==> src/rtl/tblink_rpc_cmd_exec.sv <==
// Executes decoded tblink RPC commands (NOP/WRITE/READ/POLL) as byte accesses on a req/ack register bus.
// Optional bus watchdog enabled by defining TBLINK_RPC_CMD_EXEC_BUSTO_EN.
//
// state      | meaning
// S_IDLE     | waiting for put_i != get_i; latches the command
// S_CAPTURE  | decode and size check; launches bus request or goes to DONE
// S_BUS      | request held until ack (or watchdog expiry)
// S_POLL_CHK | evaluates last access; finishes or re-issues POLL read
// S_DONE     | registers response and toggles get_i
module tblink_rpc_cmd_exec #(
    parameter int CMD_IN_PARAMS_SZ = 4,
    parameter int CMD_IN_RSP_SZ    = 1,
    parameter int POLL_MAX         = 255,
    parameter int BUS_TO           = 16
) (
    input  logic                          uclock,
    input  logic                          reset,
    input  logic [7:0]                    cmd_in,
    input  logic [7:0]                    cmd_in_sz,
    input  logic [CMD_IN_PARAMS_SZ*8-1:0] cmd_in_params,
    input  logic                          cmd_in_put_i,
    output logic                          cmd_in_get_i,
    output logic [CMD_IN_RSP_SZ*8-1:0]    cmd_in_rsp,
    output logic [7:0]                    cmd_in_rsp_sz,
    output logic                          bus_req,
    output logic                          bus_we,
    output logic [7:0]                    bus_addr,
    output logic [7:0]                    bus_wdata,
    input  logic [7:0]                    bus_rdata,
    input  logic                          bus_ack,
    output logic                          busy
);

    generate
        if (CMD_IN_PARAMS_SZ < 3 || CMD_IN_RSP_SZ < 1 || POLL_MAX < 1 || POLL_MAX > 255 || BUS_TO < 1)
        begin : g_param_check
            $error("tblink_rpc_cmd_exec: parameter out of range");
        end
    endgenerate

    localparam logic [7:0] OP_NOP   = 8'h00;
    localparam logic [7:0] OP_WRITE = 8'h01;
    localparam logic [7:0] OP_READ  = 8'h02;
    localparam logic [7:0] OP_POLL  = 8'h03;

    localparam logic [7:0] RSP_OK      = 8'h00;
    localparam logic [7:0] RSP_POLL_TO = 8'hFF;
    localparam logic [7:0] RSP_BAD_CMD = 8'hFE;
    localparam logic [7:0] RSP_BUS_TO  = 8'hFD;

    typedef enum logic [2:0] {
        S_IDLE,
        S_CAPTURE,
        S_BUS,
        S_POLL_CHK,
        S_DONE
    } state_t;

    state_t     state;
    logic [7:0] op_q;
    logic [7:0] sz_q;
    logic [7:0] addr_q;
    logic [7:0] p1_q;
    logic [7:0] p2_q;
    logic [7:0] rdata_q;
    logic [7:0] poll_cnt;
    logic [7:0] rsp_n;
    logic [7:0] rsp_sz_n;
    logic [7:0] rsp_q;
    logic       get_q;

    // Only the first three parameter bytes carry meaning for the supported opcodes.
    logic unused_params;
    assign unused_params = ^cmd_in_params;

`ifdef TBLINK_RPC_CMD_EXEC_BUSTO_EN
    localparam int WD_W = $clog2(BUS_TO) + 1;
    logic [WD_W-1:0] wd_cnt;
`endif

    always_ff @(posedge uclock or posedge reset) begin
        if (reset) begin
            state         <= S_IDLE;
            op_q          <= '0;
            sz_q          <= '0;
            addr_q        <= '0;
            p1_q          <= '0;
            p2_q          <= '0;
            rdata_q       <= '0;
            poll_cnt      <= '0;
            rsp_n         <= '0;
            rsp_sz_n      <= '0;
            rsp_q         <= '0;
            cmd_in_rsp_sz <= '0;
            get_q         <= 1'b0;
            bus_req       <= 1'b0;
            bus_we        <= 1'b0;
            bus_addr      <= '0;
            bus_wdata     <= '0;
            busy          <= 1'b0;
`ifdef TBLINK_RPC_CMD_EXEC_BUSTO_EN
            wd_cnt        <= '0;
`endif
        end else begin
            case (state)
                S_IDLE: begin
                    if (cmd_in_put_i != get_q) begin
                        op_q   <= cmd_in;
                        sz_q   <= cmd_in_sz;
                        addr_q <= cmd_in_params[7:0];
                        p1_q   <= cmd_in_params[15:8];
                        p2_q   <= cmd_in_params[23:16];
                        busy   <= 1'b1;
                        state  <= S_CAPTURE;
                    end
                end

                S_CAPTURE: begin
                    poll_cnt <= '0;
`ifdef TBLINK_RPC_CMD_EXEC_BUSTO_EN
                    wd_cnt   <= '0;
`endif
                    if (op_q == OP_NOP && sz_q == 8'd0) begin
                        rsp_n    <= RSP_OK;
                        rsp_sz_n <= 8'd0;
                        state    <= S_DONE;
                    end else if (op_q == OP_WRITE && sz_q == 8'd2) begin
                        bus_req   <= 1'b1;
                        bus_we    <= 1'b1;
                        bus_addr  <= addr_q;
                        bus_wdata <= p1_q;
                        state     <= S_BUS;
                    end else if ((op_q == OP_READ && sz_q == 8'd1) ||
                                 (op_q == OP_POLL && sz_q == 8'd3)) begin
                        bus_req  <= 1'b1;
                        bus_we   <= 1'b0;
                        bus_addr <= addr_q;
                        state    <= S_BUS;
                    end else begin
                        rsp_n    <= RSP_BAD_CMD;
                        rsp_sz_n <= 8'd1;
                        state    <= S_DONE;
                    end
                end

                S_BUS: begin
                    if (bus_ack) begin
                        bus_req <= 1'b0;
                        rdata_q <= bus_rdata;
                        if (poll_cnt != 8'hFF) begin
                            poll_cnt <= poll_cnt + 8'd1;
                        end
                        state <= S_POLL_CHK;
                    end
`ifdef TBLINK_RPC_CMD_EXEC_BUSTO_EN
                    else if (wd_cnt == WD_W'(BUS_TO - 1)) begin
                        bus_req  <= 1'b0;
                        rsp_n    <= RSP_BUS_TO;
                        rsp_sz_n <= 8'd1;
                        state    <= S_DONE;
                    end else begin
                        wd_cnt <= wd_cnt + 1'b1;
                    end
`endif
                end

                S_POLL_CHK: begin
                    rsp_sz_n <= 8'd1;
                    if (op_q == OP_READ) begin
                        rsp_n <= rdata_q;
                        state <= S_DONE;
                    end else if (op_q == OP_POLL) begin
                        if ((rdata_q & p1_q) == p2_q) begin
                            rsp_n <= RSP_OK;
                            state <= S_DONE;
                        end else if (poll_cnt == 8'(POLL_MAX)) begin
                            rsp_n <= RSP_POLL_TO;
                            state <= S_DONE;
                        end else begin
                            bus_req <= 1'b1;
`ifdef TBLINK_RPC_CMD_EXEC_BUSTO_EN
                            wd_cnt  <= '0;
`endif
                            state   <= S_BUS;
                        end
                    end else begin
                        rsp_n <= RSP_OK;
                        state <= S_DONE;
                    end
                end

                S_DONE: begin
                    rsp_q         <= rsp_n;
                    cmd_in_rsp_sz <= rsp_sz_n;
                    get_q         <= ~get_q;
                    busy          <= 1'b0;
                    state         <= S_IDLE;
                end

                default: begin
                    bus_req <= 1'b0;
                    busy    <= 1'b0;
                    state   <= S_IDLE;
                end
            endcase
        end
    end

    assign cmd_in_get_i = get_q;

    always_comb begin
        cmd_in_rsp      = '0;
        cmd_in_rsp[7:0] = rsp_q;
    end

endmodule

==> config.mk <==
export PLATFORM = sky130hd
export DESIGN_NAME = tblink_rpc_cmd_exec
export DESIGN_NICKNAME = d
export VERILOG_FILES = /design/src/rtl/tblink_rpc_cmd_exec.sv
export SDC_FILE = /design/constraint.sdc
export NUM_CORES = 1
export LEC_CHECK = 0
export ABC_CLOCK_PERIOD_IN_PS = 9400
export CORE_ASPECT_RATIO = 1.4
export CORE_MARGIN = 2
export CORE_UTILIZATION = 40
export DETAILED_ROUTE_END_ITERATION = 8
export GPL_TIMING_DRIVEN = 0
export PLACE_DENSITY_LB_ADDON = 0.2
export SETUP_SLACK_MARGIN = 0.15
export SLEW_MARGIN = 20
export SYNTH_ARGS = -nofsm -noshare
export SYNTH_HDL_FRONTEND = slang
export SYNTH_SLANG_ARGS = --single-unit
==> constraint.sdc <==
create_clock -name uclock -period 9.4 [get_ports uclock]
set_clock_uncertainty 0.15 [all_clocks]
set_input_delay 0.94 -clock uclock [delete_from_list [all_inputs] [get_ports uclock]]
set_output_delay 0.94 -clock uclock [all_outputs]
set_load 0.02 [all_outputs]
==> qor.csv <==
metric,value,unit
Port Buf Inserts,80,
hold buffer count at CTS,0,
post-route ant nets,0,
type of element launching the critical path,input port,
sequential power share,44.3,%
clk_lat worst skew,0.34,ns
fin crit share,26.6,%
CTS tree,done,
leakage,2.41,nW
Clock Path Buffers,2,
Fin. Hold Viols,0,
Avg Inst Size Synth,13.8,µm²
Sink Count,97,
"CTS clk-pin slew, worst paths",0.06,ns
number of synthesized flops with an enable pin,0,
Netlist cell types,45,
initial core utilization,41.0,%
final WL,8460,µm
ant diodes,0,
sequential share of the synthesized area,57.2,%
"critical path fanouts, max",10,
Synth Instances,308,
CP Data Required Time,9.48,ns
Yosys reg bits,97,
Critical-path top delay cell,clkdlybuf4s50_1,
initial antenna violation count,0,
Critical Path End Type,flip-flop,
post_cts resized,0,
Clk pwr share,26.6,%
Nets,467,
Setup crit end,p1_q[1],
R2R Path End,bus_addr[2],
Vias,2757,
P_sw,0.400,mW
Rel. slew slack,47.1,%
DP Wirelength,6190,µm
Reg2Reg Depth,4,
layout cells sized above 1,29.3,%
maxcap violations,0,
final setup fails,0,
Setup Buffers After CTS,0,
Comb power frac,29.1,%
fmax,399,MHz
row cnt,44,
"Remaining Overflow, GRT",0,
Overall Power,1.35,mW
Yosys warnings,0,
CP cell instances,clkdlybuf4s50_1 -> xor2_1 -> nand4_1 -> buf_2 -> mux2_2,
wire per inst,15.5,µm
Place WS,6.54,ns
"Slew Viols, Final",0,
ys async rst share,100,%
CTS root buffer,clkbuf_16,
largest net degree at the start of global routing,71,
Least-Margin Pin Slew,0.789,ns
setup_tns,0,ns
post-synthesis cell area,4240,µm²
Via density,5.04,
RSZ-0062 raised after global routing,no,
DIE WIDTH,91.0,µm
core area,10300,µm²
GRT Total Usage,15.9,%
Hold Path Class,reg2reg,
Crit. Startpoint,cmd_in_put_i,
Die Ht,126,µm
first-pass GRT wire length,14300,µm
post-route setup slack,6.90,ns
Final min period,2.50,ns
worst stage delay on the critical path,0.47,ns
FF-to-FF setup slack,7.13,ns
PwrDens,243,nW/µm²
"Top FF cell, synth",dfrtp_1,
Max VDD drop,0.000114,V
GPL Wtd Cong,0.830,
worst setup path class,in2reg,
Num CTS Buffers,9,
H-tree levels,3,
# IOs,96,
DIE AREA,11500,µm²
Initial DRC Count,86,
vias in the first global route,2872,
Detailed Routing Iterations Pass 1,4,
worst r2r src,sz_q[7],
critical path arrival,2.58,ns
Switching Fraction,29.6,%
Syn-to-layout area delta,31.0,%
status,"complete, no violations",
# DRC,0,
internal power,0.950,mW
[logic make-up after synthesis]
logic type	Yosys count	synth area share [%]
DFF	97	57.2
muxes	82	22.4
and+or+nand+nor	59	8.29
AOI/OAI and AO/OA	36	6.72
buffers and inverters	23	3.10
xor gates and xnor gates	9	1.86
adders and majority gates	1	0.295
other	1	0.0884
[synth_stat cells (2+ instances only)]
| library cell | count | share of area (%) |
|---|---|---|
| nor4_1 | 2 | 0.29 |
| o22ai_1 | 2 | 0.29 |
| nor3_1 | 2 | 0.24 |
| o22a_1 | 2 | 0.41 |
| o21ai_0 | 5 | 0.59 |
| inv_1 | 8 | 0.71 |
| nand2_1 | 4 | 0.35 |
| a211oi_2 | 2 | 0.59 |
| and3_1 | 7 | 1.0 |
| a211o_1 | 7 | 1.4 |
| mux2_4 | 8 | 2.8 |
| a21oi_1 | 4 | 0.47 |
| and2_1 | 2 | 0.29 |
| a21o_1 | 3 | 0.53 |
| a31oi_1 | 2 | 0.29 |
| nand4_1 | 6 | 0.88 |
| and3b_1 | 2 | 0.41 |
| xor2_1 | 8 | 1.7 |
| buf_2 | 6 | 0.71 |
| o2111ai_1 | 2 | 0.41 |
| nor2_1 | 16 | 1.4 |
| mux2_2 | 73 | 19 |
| nand3_1 | 9 | 1.1 |
| a21boi_0 | 2 | 0.35 |
| dfrtp_1 | 97 | 57 |
| buf_4 | 8 | 1.4 |
[power by group through the flow]
stage	Clock, mW	Sequential [mW]	Combinational [mW]
floorplan	0	0.591	0.298
global placement	0	0.598	0.389
detailed placement	0	0.606	0.400
CTS	0.369	0.598	0.401
global route	0.383	0.611	0.433
finish	0.359	0.598	0.392
[metal layers]
layer / GRT usage (%) / wire length [µm] / vias to the layer above / part of all wire (%)
met5: 0 / 0 / - / 0
met4: 7.84 / 196 / 0 / 2.3
met3: 2.99 / 360 / 12 / 4.3
met2: 26.1 / 4380 / 67 / 52
met1: 20.3 / 3530 / 1381 / 42
li1: - / - / 1297 / -
[registers in the layout (all words and copies together), names as in the netlist, 8 cells and up]
| name | cells |
|---|---|
| cmd_in_rsp | 8 |
| addr_q | 8 |
| rsp_n | 8 |
| poll_cnt | 8 |
| bus_wdata | 8 |
| rdata_q | 8 |
| op_q | 8 |
| p2_q | 8 |
| sz_q | 8 |
| p1_q | 8 |
| bus_addr | 8 |
[cells in the final DEF (no fill, tap or decap), types with 2 or more instances in the layout]
master,instances
a211o_1,7
o21ai_0,5
buf_2,6
nand4_1,6
nor2_1,16
nand3_1,9
o22ai_1,2
a21o_1,3
o22a_1,2
a21boi_0,2
a31oi_1,2
nand2_1,4
mux2_2,73
buf_4,8
inv_1,7
and3b_1,2
a21oi_1,4
dfrtp_1,97
nor4_1,2
clkbuf_16,9
nor3_1,2
a211oi_2,2
conb_1,7
and3_1,7
clkdlybuf4s50_1,80
and2_1,2
xor2_1,8
mux2_4,8
o2111ai_1,2
[worst min path at each step]
| stage | from | end | cells past startpoint |
|---|---|---|---|
| 5_1_grt | rsp_n[4] | rsp_n[4] | 1 |
| 3_3_place_gp | addr_q[3] | addr_q[3] | 1 |
| 4_1_cts | addr_q[4] | bus_addr[4] | 1 |
| 3_5_place_dp | addr_q[4] | bus_addr[4] | 1 |
| 6_report | addr_q[1] | addr_q[1] | 1 |
| 2_1_floorplan | addr_q[0] | bus_addr[0] | 1 |
[critical path: cells and delay by family]
kind	cells	cell delay, ns
simple gates	1	0.33
xor+xnor	1	0.19
mux	1	0.30
buf+inv	2	0.81
[final cells by class]
class | instances | area [µm²]
clock buffer | 11 | 243
fill | 930 | 4790
clock inverter | 3 | 42.5
buffer | 15 | 101
timing repair buffer | 81 | 828
inverter | 8 | 35.0
sequential | 97 | 2430
multi-input combinational | 194 | 1710
tap | 138 | 173
[metrics by stage]
| stage | util (%) | cells | area (µm²) | hold slack (ns) |
|---|---|---|---|---|
| after floorplan | - | 314 | 4270 | 0.324 |
| after global placement | 50.6 | 532 | 5240 | 0.332 |
| after detailed placement | 50.9 | 533 | 5270 | 0.343 |
| after CTS | 53.7 | 547 | 5560 | 0.357 |
| after global routing | 53.7 | 547 | 5560 | 0.370 |
| final | 53.7 | 547 | 5560 | 0.354 |
(Power assumes the default switching activity.)
==> RTL change 1 (same flow settings) <==
Re-encode `state_t` (5 states) as one-hot, 5 bits wide.
--- a/src/rtl/tblink_rpc_cmd_exec.sv
+++ b/src/rtl/tblink_rpc_cmd_exec.sv
@@ -48,12 +48,12 @@
     localparam logic [7:0] RSP_BAD_CMD = 8'hFE;
     localparam logic [7:0] RSP_BUS_TO  = 8'hFD;
 
-    typedef enum logic [2:0] {
-        S_IDLE,
-        S_CAPTURE,
-        S_BUS,
-        S_POLL_CHK,
-        S_DONE
+    typedef enum logic [4:0] {
+        S_IDLE     = 5'b00001,
+        S_CAPTURE  = 5'b00010,
+        S_BUS      = 5'b00100,
+        S_POLL_CHK = 5'b01000,
+        S_DONE     = 5'b10000
     } state_t;
 
     state_t     state;
Behaviour: same outputs for any inputs over 4 cycles, from zero or initial values and one cycle with reset high; so few cycles prove little.
==> RTL change 1 against the original RTL <==
Hold slack worse by 0.031 ns; global-route usage increased by 1.4 points; synthesized area increased by 4.6%; worst setup slack got worse by 0.18 ns; sequential cell count rose by 2; wire length rose by 16%; total power up 11%; count of clock-buffer cells in the layout unchanged; design area rose by 3.9%; critical endpoint is now addr_q[4]$_DFFE_PP0P_; highest routed layer unchanged.
==> RTL change 1: results (changes against the original RTL) <==
[status]
status=complete, no violations

[cells_and_area]
finalNetCount=620  ; +33%
drive_above_1_share_pct=9.75  ; -20 points

[hold_path]
holdCritStartpoint=addr_q[4]$_DFFE_PP0P_
holdPathEnd=addr_q[4]$_DFFE_PP0P_
min_path_cells=2  ; +1

[cts]
cts_buffer_depth=2  ; unchanged
clk_pin_slew_worst_paths_ns=0.07
numCtsBuffers=9  ; unchanged
cts_resized=0  ; unchanged
htree_levels=3  ; unchanged

[synth]
synth_commonest_cells=nand2_1, dfrtp_1, a21oi_1
synth_fa_ha_area_share_pct=0.282  ; -0.013 points
synth_area_leaders=dfrtp_1, nand2_1, mux2_2
synth_xor_area_share_pct=0.789  ; -1.1 points
synth_compound_area_share_pct=11.7  ; +5.0 points
synthDistinctLibCells=54  ; +20%
synthMuxAreaShare_pct=4.54  ; -18 points
ys_seq_area_share_pct=55.9  ; -1.4 points
ys_async_sr_fraction_pct=100  ; unchanged

[timing]
hold_slack_ns=0.323  ; -0.0309 ns
drv_slew=0  ; unchanged
worst_pin_slew_ns=0.728  ; -0.0613 ns

[global_routing]
antenna_found_initial=0  ; unchanged
grt_pass1_wl_microns=16400  ; +14%
track_usage_pct=17.3  ; +1.4 points
grt_pass1_vias=3515  ; +22%
grt_max_degree=75  ; +5.6%

[route]
routedWlPerCell_microns=13.9  ; -9.9%
drt_iter0_drc=188  ; +120%
vias=3552  ; +29%
first_pass_iters=4  ; unchanged

[placement]
gp_congestion=0.787  ; -5.3%
pre_cts_ws_ns=6.35  ; -0.192 ns
io_buffers=80  ; unchanged
place_area_sq_um=5470  ; +3.8%
hpwlAfterDp_microns=7320  ; +18%

[worst_setup_path]
reg2reg_slack_ns=6.90  ; -0.23 ns
timing.rr.end=rsp_n[4]$_DFFE_PP0P_
slowest_stage=clkdlybuf4s50_1
rr_worst_depth=7  ; +3
regToRegStartpoint=state[3]$_DFFE_PP0P_
worstPathMaxFanout=10  ; unchanged
critPathArrivalTime_ns=2.82  ; +0.24 ns

[pwr]
power_leakage_uw=0.00274  ; +14%
max-vdd-ir-drop_mv=0.139  ; +22%

-- RTL change 1: cell types whose count changed after synthesis, moves of 5 or more --
| cell | delta |
|---|---|
| xor2_1 | -6 |
| o32ai_1 | +9 |
| a21oi_1 | +15 |
| a21o_1 | +7 |
| nand2_1 | +155 |
| clkbuf_1 | +14 |
| a211o_1 | -7 |
| nor2_1 | -7 |
| o21ai_0 | +12 |
| mux2_2 | -56 |
| mux2_4 | -8 |
| or3_1 | +5 |
| o31ai_1 | +5 |
-- RTL change 1: per-layer routing --
| metal | track usage, % | vias up | wire (microns) |
|---|---|---|---|
| li1 | - | 1741 | - |
| met1 | 20.8 | 1700 | 4000 |
| met2 | 29.9 | 94 | 5060 |
| met3 | 3.86 | 17 | 526 |
| met4 | 7.61 | 0 | 246 |
| met5 | 0 | - | 0 |
-- RTL change 1: worst max-delay path by stage --
stage | start | end | slack (ns) | cells past startpoint
after floorplan | reset | addr_q[0]$_DFFE_PP0P_ | 5.72 | 1
after global placement | reset | cmd_in_rsp[1]$_DFFE_PP0N_ | 4.28 | 2
after detailed placement | cmd_in_put_i | p2_q[2]$_DFFE_PP0P_ | 6.35 | 7
after CTS | cmd_in_put_i | p2_q[2]$_DFFE_PP0P_ | 6.68 | 7
after global routing | cmd_in_put_i | addr_q[1]$_DFFE_PP0P_ | 6.49 | 7
final | cmd_in_put_i | addr_q[4]$_DFFE_PP0P_ | 6.72 | 7
-- RTL change 1: area by class of cell --
type                    count  area (sq um)
clock inverters             5          60.1
clock buffers              11           243
fillers                  1027          5040
well taps                 141           176
flip-flops and latches     99          2480
multi-input cells         326          1770
plain buffers              29           160
inverters                  13          53.8
repair buffers             81           828
-- RTL change 1: per-stage QoR --
step / std cells / power (uW) / utilization, %
global route: 705 / 1610 / 53.4
finish: 705 / 1500 / 53.4
detailed placement: 689 / 1140 / 50.6
global placement: 688 / 1110 / 50.3
CTS: 705 / 1520 / 53.4
floorplan: 467 / 975 / -
-- RTL change 1: kinds of logic after synthesis --
| family | after synthesis |
|---|---|
| simple gates | 218 |
| buf+inv | 42 |
| fa+ha+maj | 1 |
| flops | 99 |
| compound gates | 78 |
| other cells | 1 |
| mux | 18 |
| xor+xnor | 4 |
-- RTL change 1: critical path, delay by kind of cell --
| family | cells | cell delay, ns |
|---|---|---|
| AND/OR/NAND/NOR | 3 | 0.50 |
| XOR/XNOR | 1 | 0.23 |
| buffers and inverters | 3 | 1.15 |
-- RTL change 1: where the power goes --
group	internal [uW]	switching (uW)
clock network	215	159
logic	190	278
registers	568	93.0
total	972	530
==> RTL change 2 (same flow settings) <==
Made on the original files. Set the parameter `POLL_MAX` to 191 (it was 255).
--- a/src/rtl/tblink_rpc_cmd_exec.sv
+++ b/src/rtl/tblink_rpc_cmd_exec.sv
@@ -10,7 +10,7 @@
 module tblink_rpc_cmd_exec #(
     parameter int CMD_IN_PARAMS_SZ = 4,
     parameter int CMD_IN_RSP_SZ    = 1,
-    parameter int POLL_MAX         = 255,
+    parameter int POLL_MAX         = 191,
     parameter int BUS_TO           = 16
 ) (
     input  logic                          uclock,
Check against the original RTL: same outputs for any inputs over 4 cycles, from zero or initial values and one cycle with reset high; that may be too few to reach the edited logic, so the function may still have changed.
==> RTL change 2 against the original RTL <==
Non-clock buffer count is 3 higher; wire length shrank 2.3%; worst setup slack worse by 0.12 ns; synthesized area down 0.68%; sequential cell count unchanged; register-to-register slack got worse by 0.18 ns; design area grew 0.68%; synthesized cell count grew 1.9%; total power is 7.8% higher; critical path type unchanged; largest cell class unchanged.
==> RTL change 2: results (changes against the original RTL) <==
[hold_path]
holdCritStartpoint=rsp_sz_n[0]$_DFFE_PP0P_

[route]
avgViaCountPerCell=4.83  ; -4.2%
routed_wl_microns=8270  ; -2.3%
wl_met2_microns=4200  ; -4.0%
met1_length_microns=3540  ; +0.34%
drt_iter0_drc=121  ; +41%

[pwr]
combinationalPower_uw=423  ; +7.9%
power_leakage_uw=0.00248  ; +3.0%
max-vdd-ir-drop_mv=0.120  ; +5.2%

[cells_and_area]
clk_share_pct=6.28  ; +1.2 points
num-fill-cells=890  ; -4.3%
fin_area_sq_um=5590  ; +0.68%
buffer_area_share_pct=16.8  ; +0.067 points
nNonClkInverters=9  ; +1
buffers=99  ; +3.1%
n_clock_buffer=10  ; -1
multi_input_area_share_pct=29.7  ; -0.97 points

[global_routing]
track_usage_pct=15.8  ; -0.15 points
grt_max_degree=82  ; +15%
met1_usage_pct=19.1  ; -1.2 points

[synth]
syn_avg_cell_area_sq_um=13.4  ; -2.6%
synthDistinctLibCells=49  ; +8.9%

[placement]
hpwlAfterDp_microns=6020  ; -2.8%
pre_cts_ws_ns=6.43  ; -0.113 ns

[timing]
hold_slack_ns=0.329  ; -0.0251 ns
worst_slack_ns=6.78  ; -0.118 ns

[worst_setup_path]
timing.rr.end=bus_wdata[5]$_DFFE_PP0P_
critPathCapture=p1_q[3]$_DFFE_PP0P_

[status]
status=complete, no violations

-- RTL change 2: changes by cell type after synthesis, sizes merged, moves of 4 or more --
cell / unedited run / this run
nor2: 17 / 11
nand2: 4 / 12
a2bb2oi: 0 / 6
nand3: 9 / 5
mux2: 81 / 75
a211o: 7 / 1
-- RTL change 2: cells by family (layout without fill, tap and decap cells) --
| group | after synthesis | count (layout) | share of synthesized area, % |
|---|---|---|---|
| XOR/XNOR | 9 | 9 | 1.87 |
| buffers and inverters | 27 | 124 | 3.44 |
| AO/OA/AOI/OAI | 37 | 37 | 6.35 |
| flip-flops | 97 | 97 | 57.6 |
| AND/OR/NAND/NOR | 66 | 66 | 10.1 |
| multiplexers | 76 | 76 | 20.3 |
| adder cells (fa/ha/maj) | 1 | 1 | 0.297 |
| other | 1 | 7 | 0.0890 |
-- RTL change 2: worst reg2reg max path: stages (launching register included) --
cell     delay, ns
dfrtp_1       0.38
nor4_1        0.45
nand4_2       0.24
nor4b_4       0.71
mux2_2        0.42
